### src/rtl/display_multiplexado.sv
// Multiplexed 7-segment driver for the microwave front panel.
// Scans NUM_DIGITS common-anode digits and decodes 4-bit glyph codes.
// Incoming codes are double-buffered so a frame is never torn.
// seg/dp/an/frame_tick are all registered.
module display_multiplexado #(
  parameter int NUM_DIGITS = 4,
  parameter int SCAN_DIV   = 50000,
  parameter int BLINK_DIV  = 12500000
) (
  input  logic                    clk,
  input  logic                    rst_n,
  input  logic [4*NUM_DIGITS-1:0] codes,
  input  logic [NUM_DIGITS-1:0]   dp_in,
  input  logic                    load,
  input  logic [NUM_DIGITS-1:0]   blank_mask,
  input  logic [NUM_DIGITS-1:0]   blink_mask,
  output logic [6:0]              seg,
  output logic                    dp,
  output logic [NUM_DIGITS-1:0]   an,
  output logic                    frame_tick
);

  localparam int IDX_W = (NUM_DIGITS > 1) ? $clog2(NUM_DIGITS) : 1;
  localparam int PRE_W = $clog2(SCAN_DIV);
  localparam int BLK_W = $clog2(BLINK_DIV);

  localparam logic [IDX_W-1:0] IDX_LAST = IDX_W'(NUM_DIGITS - 1);
  localparam logic [PRE_W-1:0] PRE_LAST = PRE_W'(SCAN_DIV - 1);
  localparam logic [BLK_W-1:0] BLK_LAST = BLK_W'(BLINK_DIV - 1);

  // Glyph decode, GFEDCBA active-low; code F (and anything unknown) is dark.
  function automatic logic [6:0] glyph(input logic [3:0] code);
    logic [6:0] g;
    case (code)
      4'h0:    g = 7'b1000000;
      4'h1:    g = 7'b1111001;
      4'h2:    g = 7'b0100100;
      4'h3:    g = 7'b0110000;
      4'h4:    g = 7'b0011001;
      4'h5:    g = 7'b0010010;
      4'h6:    g = 7'b0000010;
      4'h7:    g = 7'b1111000;
      4'h8:    g = 7'b0000000;
      4'h9:    g = 7'b0010000;
      4'hA:    g = 7'b0001110; // F
      4'hB:    g = 7'b1001111; // I
      4'hC:    g = 7'b0101011; // N
      4'hD:    g = 7'b0001100; // P
      4'hE:    g = 7'b0001000; // A
      4'hF:    g = 7'b1111111; // off
      default: g = 7'b1111111;
    endcase
    return g;
  endfunction

  // Scan state
  logic [PRE_W-1:0] presc_q, presc_d;
  logic [IDX_W-1:0] idx_q, idx_d;
  logic             scan_last_s;
  logic             wrap_s;

  // Blink state
  logic [BLK_W-1:0] blink_cnt_q, blink_cnt_d;
  logic             blink_phase_q, blink_phase_d;

  // Double buffer
  logic [4*NUM_DIGITS-1:0] pend_codes_q, pend_codes_d;
  logic [NUM_DIGITS-1:0]   pend_dp_q, pend_dp_d;
  logic                    pend_flag_q, pend_flag_d;
  logic [4*NUM_DIGITS-1:0] shadow_codes_q, shadow_codes_d;
  logic [NUM_DIGITS-1:0]   shadow_dp_q, shadow_dp_d;

  // Output registers
  logic [6:0]            seg_q, seg_d;
  logic                  dp_q, dp_d;
  logic [NUM_DIGITS-1:0] an_q, an_d;
  logic                  frame_tick_q;
  logic [3:0]            sel_code_s;
  logic                  sel_dp_s;

  // Prescaler and digit index advance; wrap_s marks the frame boundary edge.
  always_comb begin
    presc_d     = presc_q;
    idx_d       = idx_q;
    scan_last_s = (presc_q == PRE_LAST);
    wrap_s      = scan_last_s && (idx_q == IDX_LAST);
    if (scan_last_s) begin
      presc_d = '0;
      if (idx_q == IDX_LAST) begin
        idx_d = '0;
      end else begin
        idx_d = idx_q + IDX_W'(1);
      end
    end else begin
      presc_d = presc_q + PRE_W'(1);
    end
  end

  // Free-running blink half-period counter.
  always_comb begin
    blink_cnt_d   = blink_cnt_q;
    blink_phase_d = blink_phase_q;
    if (blink_cnt_q == BLK_LAST) begin
      blink_cnt_d   = '0;
      blink_phase_d = ~blink_phase_q;
    end else begin
      blink_cnt_d = blink_cnt_q + BLK_W'(1);
    end
  end

  // Pending/shadow buffer: shadow only changes on the frame boundary edge.
  always_comb begin
    pend_codes_d   = pend_codes_q;
    pend_dp_d      = pend_dp_q;
    pend_flag_d    = pend_flag_q;
    shadow_codes_d = shadow_codes_q;
    shadow_dp_d    = shadow_dp_q;
    if (wrap_s) begin
      pend_flag_d = 1'b0;
      if (load) begin
        shadow_codes_d = codes;
        shadow_dp_d    = dp_in;
      end else if (pend_flag_q) begin
        shadow_codes_d = pend_codes_q;
        shadow_dp_d    = pend_dp_q;
      end else begin
        shadow_codes_d = shadow_codes_q;
      end
    end else if (load) begin
      pend_codes_d = codes;
      pend_dp_d    = dp_in;
      pend_flag_d  = 1'b1;
    end else begin
      pend_flag_d = pend_flag_q;
    end
  end

  // Select the current digit's code/dp and decide which anode (if any) is driven.
  always_comb begin
    sel_code_s = 4'hF;
    sel_dp_s   = 1'b0;
    an_d       = '1;
    for (int i = 0; i < NUM_DIGITS; i++) begin
      if (idx_q == IDX_W'(i)) begin
        sel_code_s = shadow_codes_q[4*i +: 4];
        sel_dp_s   = shadow_dp_q[i];
        an_d[i]    = ~((presc_q != '0) && !blank_mask[i] &&
                       !(blink_mask[i] && blink_phase_q));
      end else begin
        an_d[i] = 1'b1;
      end
    end
    seg_d = glyph(sel_code_s);
    if (an_d != '1) begin
      dp_d = ~sel_dp_s;
    end else begin
      dp_d = 1'b1;
    end
  end

  // Scan, blink and buffer state registers.
  always_ff @(posedge clk or negedge rst_n) begin
    if (!rst_n) begin
      presc_q        <= '0;
      idx_q          <= '0;
      blink_cnt_q    <= '0;
      blink_phase_q  <= 1'b0;
      pend_codes_q   <= '1;
      pend_dp_q      <= '0;
      pend_flag_q    <= 1'b0;
      shadow_codes_q <= '1;
      shadow_dp_q    <= '0;
    end else begin
      presc_q        <= presc_d;
      idx_q          <= idx_d;
      blink_cnt_q    <= blink_cnt_d;
      blink_phase_q  <= blink_phase_d;
      pend_codes_q   <= pend_codes_d;
      pend_dp_q      <= pend_dp_d;
      pend_flag_q    <= pend_flag_d;
      shadow_codes_q <= shadow_codes_d;
      shadow_dp_q    <= shadow_dp_d;
    end
  end

  // Registered display outputs and frame pulse.
  always_ff @(posedge clk or negedge rst_n) begin
    if (!rst_n) begin
      seg_q        <= 7'b1111111;
      dp_q         <= 1'b1;
      an_q         <= '1;
      frame_tick_q <= 1'b0;
    end else begin
      seg_q        <= seg_d;
      dp_q         <= dp_d;
      an_q         <= an_d;
      frame_tick_q <= wrap_s;
    end
  end

  assign seg        = seg_q;
  assign dp         = dp_q;
  assign an         = an_q;
  assign frame_tick = frame_tick_q;

endmodule

### config.mk
export PLATFORM = sky130hd
export DESIGN_NAME = display_multiplexado
export DESIGN_NICKNAME = d
export VERILOG_FILES = /design/src/rtl/display_multiplexado.sv
export SDC_FILE = /design/constraint.sdc
export NUM_CORES = 1
export LEC_CHECK = 0
export ABC_AREA = 0
export CAP_MARGIN = 20
export CORE_ASPECT_RATIO = 0.5
export CORE_MARGIN = 2
export CORE_UTILIZATION = 50
export DETAILED_ROUTE_END_ITERATION = 16
export MAX_ROUTING_LAYER = met4
export PLACE_DENSITY = 0.82
export SLEW_MARGIN = 20
export SYNTH_ARGS = -nofsm -noshare
export SYNTH_HDL_FRONTEND = slang
export SYNTH_SLANG_ARGS = --single-unit
### constraint.sdc
create_clock -name clk -period 5.8 [get_ports clk]
set_clock_uncertainty 0.15 [all_clocks]
set_input_delay 0.58 -clock clk [delete_from_list [all_inputs] [get_ports clk]]
set_output_delay 0.58 -clock clk [all_outputs]
set_load 0.01 [all_outputs]
==> impl_metrics.json, run 1 <==
{
  "finalSetupViolCount": 0,
  "clock_sinks": 97,
  "hp-class": "in2async",
  "final_cell_mix": "60 x nand3_1, 53 x dfrtp_1, 44 x dfstp_2",
  "async_flop_share_pct": 100,
  "ys.warnings.count": 0,
  "dp_hpwl_mm": 7.10,
  "maxSlewHeadroom_pct": 34.8,
  "die_area_um2": 10300,
  "regArea_um2": 2480,
  "drv_slew": 0,
  "dr.pass1.iters": 5,
  "fill_cells": 758,
  "rsz0062_at_grt": "false",
  "ctsResizeCount": 0,
  "drive_gt1_share_pct": 15.1,
  "ios": 44,
  "ant_nets": 0,
  "io_buffers": 43,
  "clock_path_buffers": 2,
  "multi_input_area_um2": 2090,
  "p_int_mw": 1.18,
  "synth.distinct_cells": 44,
  "period_share_pct": 61.2,
  "worst_slew_pin_slew_ns": 0.978,
  "cts_hold_buf": 0,
  "routed_wl_mm": 10.8,
  "switching_share_pct": 19.8,
  "vias_per_cell": 5.91,
  "clkPwrFrac_pct": 47.5,
  "cts_max_level": 3,
  "mappedNetlistArea_um2": 4750,
  "p_seq_share_pct": 48.3,
  "cts_tree": "yes",
  "diodes": 0,
  "grt_pass1_wl_mm": 17.5,
  "root_buffer": "clkbuf_16",
  "p_leak_nw": 2.40,
  "area_growth_pct": 17.8,
  "holdWs_ns": 0.0355,
  "ys_ff_latch": 97,
  "p_sw_uw": 291,
  "cap_violations": 0,
  "synthFlopType": "dfrtp_1",
  "core_um2": 9320,
  "gp_congestion": 0.829,
  "cp-end-kind": "flop",
  "clk_pin_slew_ns": 0.06,
  "num_vias": 3541,
  "yosysSeqAreaShare_pct": 52.3,
  "gr-total-overflow": 0,
  "post_cts_buffers": 0,
  "syn_avg_cell_area_um2": 10.9,
  "period_minus_slack_ns": 3.55,
  "timing.fmax_ghz": 0.282,
  "crit_required_ns": 5.88,
  "finalHoldViolCount": 0,
  "antenna_found_initial": 0,
  "peakVddDrop_mv": 0.150,
  "grt_max_degree": 62,
  "cts_buffers": 9,
  "status": "finished clean",
  "die_h_um": 72.9,
  "cp_data_arrival_time_ns": 3.63,
  "cp_max_fo": 21,
  "clkLatencyLatePin_ns": 0.35,
  "layout_commonest_cell": "nand3_1",
  "row_count": 25,
  "initial_core_util_pct": 50.9,
  "synth_edf_count": 0,
  "setup-tns-final_ns": 0,
  "crit_type": "reg2reg",
  "drt_iter0_drc": 296,
  "combinationalPowerShare_pct": 4.2,
  "nets": 516,
  "first_global_vias": 3496,
  "crit_path_start_kind": "flop",
  "syn_nets": 478,
  "grt_usage_pct": 22.9,
  "die_x_um": 142,
  "p_per_area_nw_per_um2": 262,
  "synthCells": 435,
  "drc_errors": 0,
  "wl_per_cell_um": 18.0
}
-- per-stage QoR --
stage	power [mW]	utilization, %	worst slack [ns]	std cells	area (um^2)
2_1_floorplan	0.738	-	3.46	435	4750
3_3_place_gp	0.779	56.1	2.41	583	5230
3_5_place_dp	0.782	56.1	2.31	583	5230
4_1_cts	1.48	59.9	2.27	599	5590
5_1_grt	1.51	60.0	2.02	599	5590
6_report	1.47	60.0	2.25	599	5590
-- Yosys cell counts (all sizes together), types with 5 or more instances --
cell type	number	area share, %
a21oi	8	0.84
nand2	43	3.4
nor2	28	2.2
dfrtp	53	28
xor2	18	3.3
nand4	8	1.2
mux2i	7	1.5
clkbuf	9	0.71
a32oi	20	3.7
and3	5	0.66
nor4	5	1.6
xnor2	16	3.0
o21ai	7	0.74
mux2	21	5.0
nor3	6	0.74
buf	11	1.9
inv	16	1.3
nand3	60	6.3
dfstp	44	24
ha	12	3.2
-- final timing paths --
kind / to / from / slack (ns) / cells past startpoint
worst max-delay path: pend_dp_q[3]$_DFFE_PN0P_ / presc_q[11]$_DFF_PN0_ / 2.25 / 5
worst min-delay path: pend_flag_q$_DFFE_PN0P_ / rst_n / 0.04 / 1
worst max register to register: pend_dp_q[3]$_DFFE_PN0P_ / presc_q[11]$_DFF_PN0_ / 2.25 / 5
worst min register to register: shadow_codes_q[1]$_DFFE_PN1P_ / shadow_codes_q[1]$_DFFE_PN1P_ / 0.33 / 2
max in group asynchronous: presc_q[11]$_DFF_PN0_ / rst_n / 4.34 / 2
min in group clk: shadow_codes_q[1]$_DFFE_PN1P_ / shadow_codes_q[1]$_DFFE_PN1P_ / 0.33 / 2
-- power by group through the flow --
stage	logic, mW	registers [mW]	clock network, mW
final	0.0614	0.709	0.698
after global routing	0.0672	0.710	0.729
after CTS	0.0626	0.708	0.708
after detailed placement	0.0621	0.720	0
after global placement	0.0602	0.719	0
after floorplan	0.0198	0.718	0
-- critical path: stages, from the launching register on --
cell and delay (ns):
dfrtp_1 0.43, or4_4 0.55, nor4_4 0.22, nand3_1 0.69
nand2_1 1.00, mux2_1 0.39
-- area by class of cell --
type	count	share of cell area [%]
multi-input combinational	302	37.3
tap	121	2.71
timing repair buffer	47	8.19
clock buffer	12	4.59
sequential	97	44.4
clock inverter	4	1.77
inverter	16	1.07
-- registers in the layout, summed over array words and instances (netlist names), 2 cells and up --
name	cells
pend_dp_q	4
shadow_dp_q	4
shadow_codes_q	16
blink_cnt_q	24
presc_q	16
an	4
idx_q	2
seg	7
pend_codes_q	16
-- cell families after synthesis --
group                      count (synthesis)  synth area share, %
AOI/OAI and AO/OA                         48                 7.59
xor gates and xnor gates                  34                 6.27
adders and majority gates                 12                 3.16
buffers and inverters                     36                 3.88
DFF                                       97                 52.3
muxes                                     29                 6.93
and+or+nand+nor                          179                 19.9
-- per-layer routing --
layer	vias up	track usage, %	routed length, um
met5	-	-	0
met4	0	9.33	253
met3	26	6.69	622
met2	92	34.6	4940
met1	1792	29.4	4980
li1	1631	-	-
(Power assumes the default switching activity.)
==> inputs of run 2 (changes only) <==
==> constraint.sdc (replaced) <==
create_clock -name clk -period 3.65 [get_ports clk]
set_clock_uncertainty 0.15 [all_clocks]
set_input_delay 0.365 -clock clk [delete_from_list [all_inputs] [get_ports clk]]
set_output_delay 0.365 -clock clk [all_outputs]
set_load 0.01 [all_outputs]
==> impl_metrics.json, run 2 (same netlist as run 1, synthesis figures left out) <==
{
  "use_met3_pct": 4.53,
  "die_x_um": 142,
  "top_register": "blink_cnt_q",
  "finalSetupViolCount": 0,
  "area_growth_pct": 18.4,
  "cp_slowest_cell": "or4_4",
  "setup-tns-final_ns": 0,
  "finalHoldViolCount": 0,
  "cp_data_arrival_time_ns": 2.79,
  "io_buffers": 43,
  "post_cts_buffers": 0,
  "layout_commonest_cell": "nand3_1",
  "antenna_found_initial": 0,
  "r2r_setup_slack_ns": 0.93,
  "cp-startpoint": "presc_q[11]$_DFF_PN0_",
  "largest_register_ffs": 24,
  "fill_cells": 763,
  "p_per_area_nw_per_um2": 403,
  "slowest_delay_ns": 0.54,
  "cp-end-kind": "flop",
  "drt_iter0_drc": 176,
  "clkLatencyLatePin_ns": 0.35,
  "gr-usage-met2_pct": 35.2,
  "cts_buffers": 9,
  "grt_usage_pct": 21.5,
  "crit_required_ns": 3.73,
  "crit_chain": "or4_4 > nor4_4 > nand3_1 > nand2_1 > buf_4 > mux2_1",
  "post_dp_cell_area_um2": 5280,
  "diodes": 0,
  "ctsResizeCount": 0,
  "ant_nets": 0,
  "clock_sinks": 97,
  "gp_congestion": 0.808,
  "crit_type": "reg2reg",
  "multi_input_area_um2": 2080,
  "stdcell_count": 606,
  "period_minus_slack_ns": 2.72,
  "die_h_um": 72.9,
  "cp_max_fo": 11,
  "first_global_vias": 3445,
  "cap_violations": 0,
  "p_leak_nw": 2.41,
  "finish.instance_area_um2": 5620,
  "drv_slew": 0,
  "rsz0062_at_grt": "false",
  "initial_core_util_pct": 50.9,
  "ios": 44,
  "die_area_um2": 10300,
  "dr.pass1.iters": 5,
  "ff2ff_path_depth": 6,
  "wl_per_cell_um": 16.6,
  "cts_hold_buf": 0,
  "nets": 523,
  "timing.fmax_ghz": 0.368,
  "drive_gt1_share_pct": 16.1,
  "worstHoldStart": "shadow_codes_q[4]$_DFFE_PN1P_",
  "core_um2": 9320,
  "holdWs_ns": 0.337,
  "clk_pin_slew_ns": 0.06,
  "routed_wl_mm": 10.0,
  "grt_max_degree": 85,
  "grt_use_met1_pct": 27.4,
  "drc_errors": 0,
  "placed_cells": 589,
  "num_vias": 3466,
  "cts_max_level": 3,
  "peakVddDrop_mv": 0.251,
  "r2r-start": "presc_q[11]$_DFF_PN0_",
  "cts_tree": "yes",
  "status": "finished clean",
  "vias_per_cell": 5.72,
  "maxSlewHeadroom_pct": 46.7,
  "clock_path_buffers": 2,
  "period_share_pct": 74.4,
  "hp-class": "reg2reg",
  "endpoint": "pend_dp_q[3]$_DFFE_PN0P_",
  "final_cell_mix": "60 x nand3_1, 53 x dfrtp_1, 44 x dfstp_2",
  "gr-total-overflow": 0,
  "worst_slew_pin_slew_ns": 0.799,
  "power_mw": 2.26,
  "row_count": 25,
  "crit_path_start_kind": "flop",
  "dp_hpwl_mm": 6.66,
  "root_buffer": "clkbuf_16",
  "grt_pass1_wl_mm": 16.9,
  "regArea_um2": 2480,
  "rr_endpoint": "pend_dp_q[3]$_DFFE_PN0P_",
  "grt_busiest_layer": "met2"
}
-- run 2: critical path: cells and delay by family, from the launching register on --
family	cells	cell delay, ns
simple gates	4	1.39
mux	1	0.34
flops	1	0.43
buf+inv	1	0.29
-- run 2: per-stage QoR --
stage	utilization [%]	worst slack, ns
floorplan	-	1.31
global placement	56.6	1.01
detailed placement	56.6	0.962
CTS	60.1	0.941
global route	60.3	0.784
finish	60.3	0.933
-- run 2: worst min-delay path by stage --
stage,cells past startpoint,endpoint,slack (ns)
final,2,shadow_codes_q[4]$_DFFE_PN1P_,0.34
after global routing,2,shadow_codes_q[4]$_DFFE_PN1P_,0.36
after CTS,1,blink_cnt_q[15]$_DFF_PN0_,0.1
after detailed placement,2,shadow_codes_q[13]$_DFFE_PN1P_,0.33
after global placement,2,shadow_codes_q[11]$_DFFE_PN1P_,0.32
after floorplan,0,blink_cnt_q[0]$_DFF_PN0_,-0.08
-- run 2: area by class of cell --
cell class | count | area share, %
multi-input combinational | 302 | 37.0
tap | 121 | 2.69
sequential | 97 | 44.2
inverter | 16 | 1.07
timing repair buffer | 54 | 9.19
clock inverter | 4 | 1.31
clock buffer | 12 | 4.56
-- run 2: report_power, final --
part | switching, mW | total, mW | internal [mW]
combinational | 0.0501 | 0.101 | 0.0508
sequential | 0.0120 | 1.13 | 1.11
clock | 0.398 | 1.04 | 0.639
total | 0.460 | 2.26 | 1.80
-- run 2: per-layer routing --
layer  part of all wire, %  vias up
li1                      -     1640
met1                    47     1761
met2                    49       59
met3                   3.5        6
met4                  0.67        0
met5                     0        -
